--- config.mk ---
export PLATFORM = sky130hd
export DESIGN_NAME = mest_pro_display_scan
export DESIGN_NICKNAME = d
export VERILOG_FILES = /design/src/rtl/mest_pro_display_scan.sv
export SDC_FILE = /design/constraint.sdc
export NUM_CORES = 1
export LEC_CHECK = 0
export BUFFER_PORTS_ARGS = -buffer_cell sky130_fd_sc_hd__buf_2
export CORE_MARGIN = 2
export CORE_UTILIZATION = 56
export CTS_CLUSTER_SIZE = 24
export DETAILED_ROUTE_END_ITERATION = 8
export PLACE_DENSITY = 0.79
export SYNTH_ARGS = -nofsm -noshare
export SYNTH_HDL_FRONTEND = slang
export SYNTH_SLANG_ARGS = --single-unit
--- constraint.sdc ---
create_clock -name clk -period 2.55 [get_ports clk]
set_clock_uncertainty 0.1 [all_clocks]
set_input_delay 0.6375 -clock clk [delete_from_list [all_inputs] [get_ports clk]]
set_output_delay 0.6375 -clock clk [all_outputs]
set_load 0.005 [all_outputs]
--- src/rtl/mest_pro_display_scan.sv ---
// Multi-digit 7-segment scan controller. Feeds one nibble at a time to a
// registered single-digit decoder, drives a one-hot digit select delayed one
// cycle to match the decoder latency, and blanks between digits.
module mest_pro_display_scan #(
    parameter int unsigned MEM_WIDTH    = 16,
    parameter int unsigned SCAN_DIV     = 1000,
    parameter int unsigned BLANK_CYCLES = 8
) (
    input  logic                      clk,
    input  logic                      rst,
    input  logic                      i_enable,
    input  logic                      i_load,
    input  logic [MEM_WIDTH-1:0]      i_value,
    input  logic                      i_lz_blank,
    output logic                      o_output_enable,
    output logic [3:0]                o_nibble,
    output logic [MEM_WIDTH/4-1:0]    o_digit_sel,
    output logic                      o_frame_done,
    output logic                      o_pending
);

    localparam int unsigned NUM_DIGITS = MEM_WIDTH / 4;
    localparam int unsigned CNT_MAX    = (SCAN_DIV > BLANK_CYCLES) ? SCAN_DIV : BLANK_CYCLES;
    localparam int unsigned PW         = $clog2(CNT_MAX);
    localparam int unsigned DW         = (NUM_DIGITS > 1) ? $clog2(NUM_DIGITS) : 1;

    localparam logic [PW-1:0] SHOW_LAST  = PW'(SCAN_DIV - 1);
    localparam logic [PW-1:0] BLANK_LAST = PW'(BLANK_CYCLES - 1);
    localparam logic [DW-1:0] DIGIT_LAST = DW'(NUM_DIGITS - 1);

    typedef enum logic [1:0] {
        StIdle,
        StBlank,
        StShow
    } state_e;

    state_e                  state_q;
    logic [PW-1:0]           cnt_q;
    logic [DW-1:0]           digit_q;
    logic [MEM_WIDTH-1:0]    shadow_q;
    logic [MEM_WIDTH-1:0]    pend_val_q;
    logic                    pend_q;
    logic [NUM_DIGITS-1:0]   blank_q;
    logic [NUM_DIGITS-1:0]   sel_q;
    logic                    frame_done_q;

    logic                    show;
    logic                    commit;
    logic [MEM_WIDTH-1:0]    commit_val;
    logic [NUM_DIGITS-1:0]   commit_blank;
    logic [3:0]              cur_nibble;
    logic [NUM_DIGITS-1:0]   cur_sel;

    assign show = (state_q == StShow);

    // Entry to BLANK of digit 0, either from IDLE or at the end of a frame.
    assign commit = i_enable &&
                    ((state_q == StIdle) ||
                     (show && (cnt_q == SHOW_LAST) && (digit_q == DIGIT_LAST)));

    // A load coinciding with a commit bypasses the pending register.
    assign commit_val = i_load ? i_value : pend_val_q;

    // Leading-zero mask for the value about to be committed; digit 0 never blanks.
    always_comb begin
        logic seen_nz;
        seen_nz      = 1'b0;
        commit_blank = '0;
        for (int k = int'(NUM_DIGITS) - 1; k >= 1; k--) begin
            seen_nz         = seen_nz | (commit_val[4*k +: 4] != 4'd0);
            commit_blank[k] = i_lz_blank & ~seen_nz;
        end
    end

    // Select the current digit's nibble and its (undelayed) select bit.
    always_comb begin
        cur_nibble = 4'd0;
        cur_sel    = '0;
        for (int k = 0; k < int'(NUM_DIGITS); k++) begin
            if (digit_q == DW'(k)) begin
                cur_nibble = shadow_q[4*k +: 4];
                cur_sel[k] = ~blank_q[k];
            end
        end
    end

    // Scan FSM, load/commit handling and registered select/frame outputs.
    always_ff @(posedge clk) begin
        if (rst) begin
            state_q      <= StIdle;
            cnt_q        <= '0;
            digit_q      <= '0;
            shadow_q     <= '0;
            pend_val_q   <= '0;
            pend_q       <= 1'b0;
            blank_q      <= '0;
            sel_q        <= '0;
            frame_done_q <= 1'b0;
        end else begin
            frame_done_q <= 1'b0;
            sel_q        <= show ? cur_sel : '0;

            // pend_val_q always tracks the newest load so later commits recopy it.
            if (commit) begin
                shadow_q <= commit_val;
                blank_q  <= commit_blank;
                pend_q   <= 1'b0;
                if (i_load) begin
                    pend_val_q <= i_value;
                end
            end else if (i_load) begin
                pend_val_q <= i_value;
                pend_q     <= 1'b1;
            end

            if (!i_enable) begin
                state_q <= StIdle;
                cnt_q   <= '0;
                digit_q <= '0;
            end else begin
                unique case (state_q)
                    StIdle: begin
                        state_q <= StBlank;
                        cnt_q   <= '0;
                        digit_q <= '0;
                    end
                    StBlank: begin
                        if (cnt_q == BLANK_LAST) begin
                            state_q <= StShow;
                            cnt_q   <= '0;
                        end else begin
                            cnt_q <= cnt_q + 1'b1;
                        end
                    end
                    StShow: begin
                        if (cnt_q == SHOW_LAST) begin
                            state_q <= StBlank;
                            cnt_q   <= '0;
                            if (digit_q == DIGIT_LAST) begin
                                digit_q      <= '0;
                                frame_done_q <= 1'b1;
                            end else begin
                                digit_q <= digit_q + 1'b1;
                            end
                        end else begin
                            cnt_q <= cnt_q + 1'b1;
                        end
                    end
                    default: begin
                        state_q <= StIdle;
                        cnt_q   <= '0;
                        digit_q <= '0;
                    end
                endcase
            end
        end
    end

    assign o_output_enable = show & (|cur_sel);
    assign o_nibble        = show ? cur_nibble : 4'd0;
    assign o_digit_sel     = sel_q;
    assign o_frame_done    = frame_done_q;
    assign o_pending       = pend_q;

endmodule

==> out/results.tsv <==
stage	metric	value	unit
critical_path	critPathMaxStageDelay	0.35	ns
timing	slew_headroom	55.2	%
clock_network	htreeDepth	2	
final_layout	area_growth	15.9	%
clock_network	root_buffer	clkbuf_8	
clock_network	cts_made_buffers	5	
routing	drt.antenna.violating_nets	0	
final_layout	num_antenna_cells	0	
critical_path	critical_path.top_delay_family	buffers and inverters	
power	power	1.66	mW
clock_network	clock_path_buffers	2	
timing	hold_viol_final	0	
clock_network	cts_sinks	55	
global_route	grt_usage	21.0	%
critical_path	rrSetupSlack	0.43	ns
critical_path	cp_max_fo	5	
yosys	synthCells	248	
place	placed_cell_area	2560	um2
critical_path	path_depth	7	
place	gp_congestion	0.840	
yosys	synth-seq-cells	55	
floorplanning	coreArea	4030	um2
routing	drc	0	
routing	wl	4760	um
floorplanning	die_h	69.0	um
routing	vias	1849	
timing	worstMarginPinSlew	0.669	ns
final_layout	fin_area	2740	um2
timing	rsz0062_at_grt	no	
yosys	async_flop_share	0	%
critical_path	crit_chain	inv_2 -> ha_4 -> clkinvlp_4 -> buf_4 -> o22ai_1 -> o31a_1 -> buf_2	
routing	drt-wirelength-per-cell	14.3	um
run_status	outcome	complete, no violations	
timing	setup_viol	0	
final_layout	fin_cells	333	
power	p_leak	1.17	nW
power	ir_drop	0.000348	V
critical_path	worstSetupPathType	flop to primary output	
final_layout	layout-drive-gt1-share	20.8	%
global_route	grt_start_max_net_pins	30	
clock_network	cts_hold_buf	0	
flow_run	cap_violations	0	
yosys	mappedNetlistNets	278	
critical_path	timing.rr.end	shadow_q[15]	
timing	fmax	0.412	GHz
routing	firstDrtPassIters	4	
routing	vias_per_cell	5.55	
yosys	synth_edf_count	0	
floorplanning	die_area	4760	um2
min_path	hold_path_depth	1	
critical_path	crit_arrival	1.69	ns
routing	initialDrtViolationCount	116	
place	pre_cts_ws	0.384	ns
critical_path	crit_end	o_output_enable	
critical_path	crit_path_start	digit_q[0]	
critical_path	worstRegToRegCells	6	
global_route	grt_overflow	0	
clock_network	cts_tree	yes	
timing	min_period_over_period	95.3	%
global_route	antenna_found_initial	0	
yosys	ys_seq_area_share	46.5	%
critical_path	cp_slowest_cell	dfxtp_2	
place	place_inst	321	
clock_network	clock_latency	0.30	ns
critical_path	worstPathRequired	1.81	ns
min_path	hold_class	flop to flop	
power	power_per_cell_area	603	nW/um2
timing	period_needed	2.43	ns
global_route	grt_pass1_vias	1723	
yosys	yosysUniqueCellTypes	42	
floorplanning	rows	23	
floorplanning	start_util	58.8	%
timing	fin_setup_tns	0	ns
place	dp_hpwl	3390	um
critical_path	start_kind	flop	
global_route	grt_pass1_wl	8190	um
timing	fin_ws	0.121	ns
floorplanning	ioPinCount	32	
final_layout	layout.nets	312	
critical_path	rr_startpoint	cnt_q[0]	
yosys	yosysWarnings	0	
yosys	postSynthAreaPerCell	9.55	um2
clock_network	cts.clk_slew.worst_paths	0.09	ns
critical_path	crit_buf_inv	4	
timing	drv_slew	0	
floorplanning	die_x	69.0	um
yosys	synth-main-ff-cell	dfxtp_1	
place	portBuffers	31	
critical_path	cp-end-kind	primary output	
yosys	syn_area	2370	um2
[synthesized netlist by cell type, types with 2 or more instances]
master     n  area, um2
inv_1      9       33.8
or4_1      4       30.0
xnor2_1    4       35.0
nor3_1     6       30.0
o22a_1    10       87.6
nand3_1    6       30.0
o21ai_0    3       15.0
nor2_1    39        146
o31a_1     3       26.3
nand4_1    3       18.8
buf_2      2       10.0
o211ai_1   8       60.1
xor2_1     4       35.0
ha_1       9        113
clkbuf_1   4       15.0
dfxtp_1   55       1100
nand2b_1   4       25.0
and3_1     2       12.5
a211oi_1   6       45.0
buf_1      4       15.0
a21oi_1    2       10.0
and4_1     2       17.5
nor4_1     3       18.8
mux2i_1   19        190
a21boi_0   4       30.0
nand2_1   17       63.8
[registers in the layout (all words and copies together) (netlist names)]
name          cells
blank_q           3
cnt_q            10
digit_q           2
o_frame_done      1
state_q           2
pend_val_q       16
o_pending         1
o_digit_sel       4
shadow_q         16
[through the flow]
step | utilization [%] | hold WS [ns]
6_report | 68.1 | 0.370
3_5_place_dp | 63.6 | 0.350
3_3_place_gp | 63.6 | 0.339
5_1_grt | 68.1 | 0.392
4_1_cts | 66.5 | 0.374
2_1_floorplan | - | 0.324
[layer usage]
layer | GRT usage, % | wire length, um | vias to the layer above
met5 | 0 | 0 | -
met2 | 32.1 | 2210 | 41
li1 | - | - | 940
met1 | 28.9 | 2280 | 864
met4 | 6.97 | 46 | 0
met3 | 5.41 | 227 | 4
[worst min path at each step]
| stage | slack [ns] | end | from |
|---|---|---|---|
| 3_3_place_gp | 0.34 | cnt_q[0] | cnt_q[0] |
| 5_1_grt | 0.39 | o_pending | o_pending |
| 3_5_place_dp | 0.35 | o_digit_sel[1] | blank_q[1] |
| 6_report | 0.37 | cnt_q[0] | cnt_q[0] |
| 2_1_floorplan | 0.32 | o_digit_sel[1] | blank_q[1] |
| 4_1_cts | 0.37 | o_digit_sel[1] | blank_q[1] |
[cell type report]
cell class / instances / area (um2)
clock buffers: 6 / 82.6
fillers: 337 / 1280
multi-input cells: 171 / 1200
clock inverters: 2 / 35.0
inverters: 10 / 41.3
repair buffers: 38 / 208
repair inverters: 1 / 7.51
well taps: 50 / 62.6
flip-flops and latches: 55 / 1100
[logic make-up (layout without fill, tap and decap cells)]
family / Yosys count / in the layout / share of synthesized area (%)
compound gates: 43 / 43 / 14.9
simple gates: 92 / 92 / 19.1
flops: 55 / 55 / 46.5
buf+inv: 22 / 57 / 3.80
xor+xnor: 8 / 8 / 2.96
mux: 19 / 19 / 8.03
fa+ha+maj: 9 / 9 / 4.76
[report_power, final]
part,internal [mW],switching [mW]
logic,0.0688,0.0740
registers,0.901,0.0242
clock network,0.318,0.270
[placed cells by master, fill, tap and decap left out, drive strengths merged, types with 2 or more instances in the layout]
| cell type | n |
|---|---|
| inv | 9 |
| o31a | 3 |
| xnor2 | 4 |
| o21ai | 3 |
| clkbuf | 6 |
| clkinvlp | 2 |
| nor3 | 6 |
| nor2 | 39 |
| dfxtp | 55 |
| o22a | 10 |
| nor4 | 3 |
| nand4 | 3 |
| o211ai | 9 |
| mux2i | 19 |
| buf | 38 |
| and3 | 2 |
| a21oi | 2 |
| xor2 | 4 |
| nand2b | 4 |
| a21boi | 5 |
| ha | 9 |
| nand2 | 17 |
| and4 | 2 |
| or4 | 5 |
| nand3 | 6 |
| a211oi | 6 |
[repair_timing]
| item | in CTS | in global routing |
|---|---|---|
| endpoints found under the setup margin | 0 | 4 |
| gates resized for setup | 0 | 13 |
| buffers inserted | 0 | 3 |
Power figures use the tool's default switching activity.
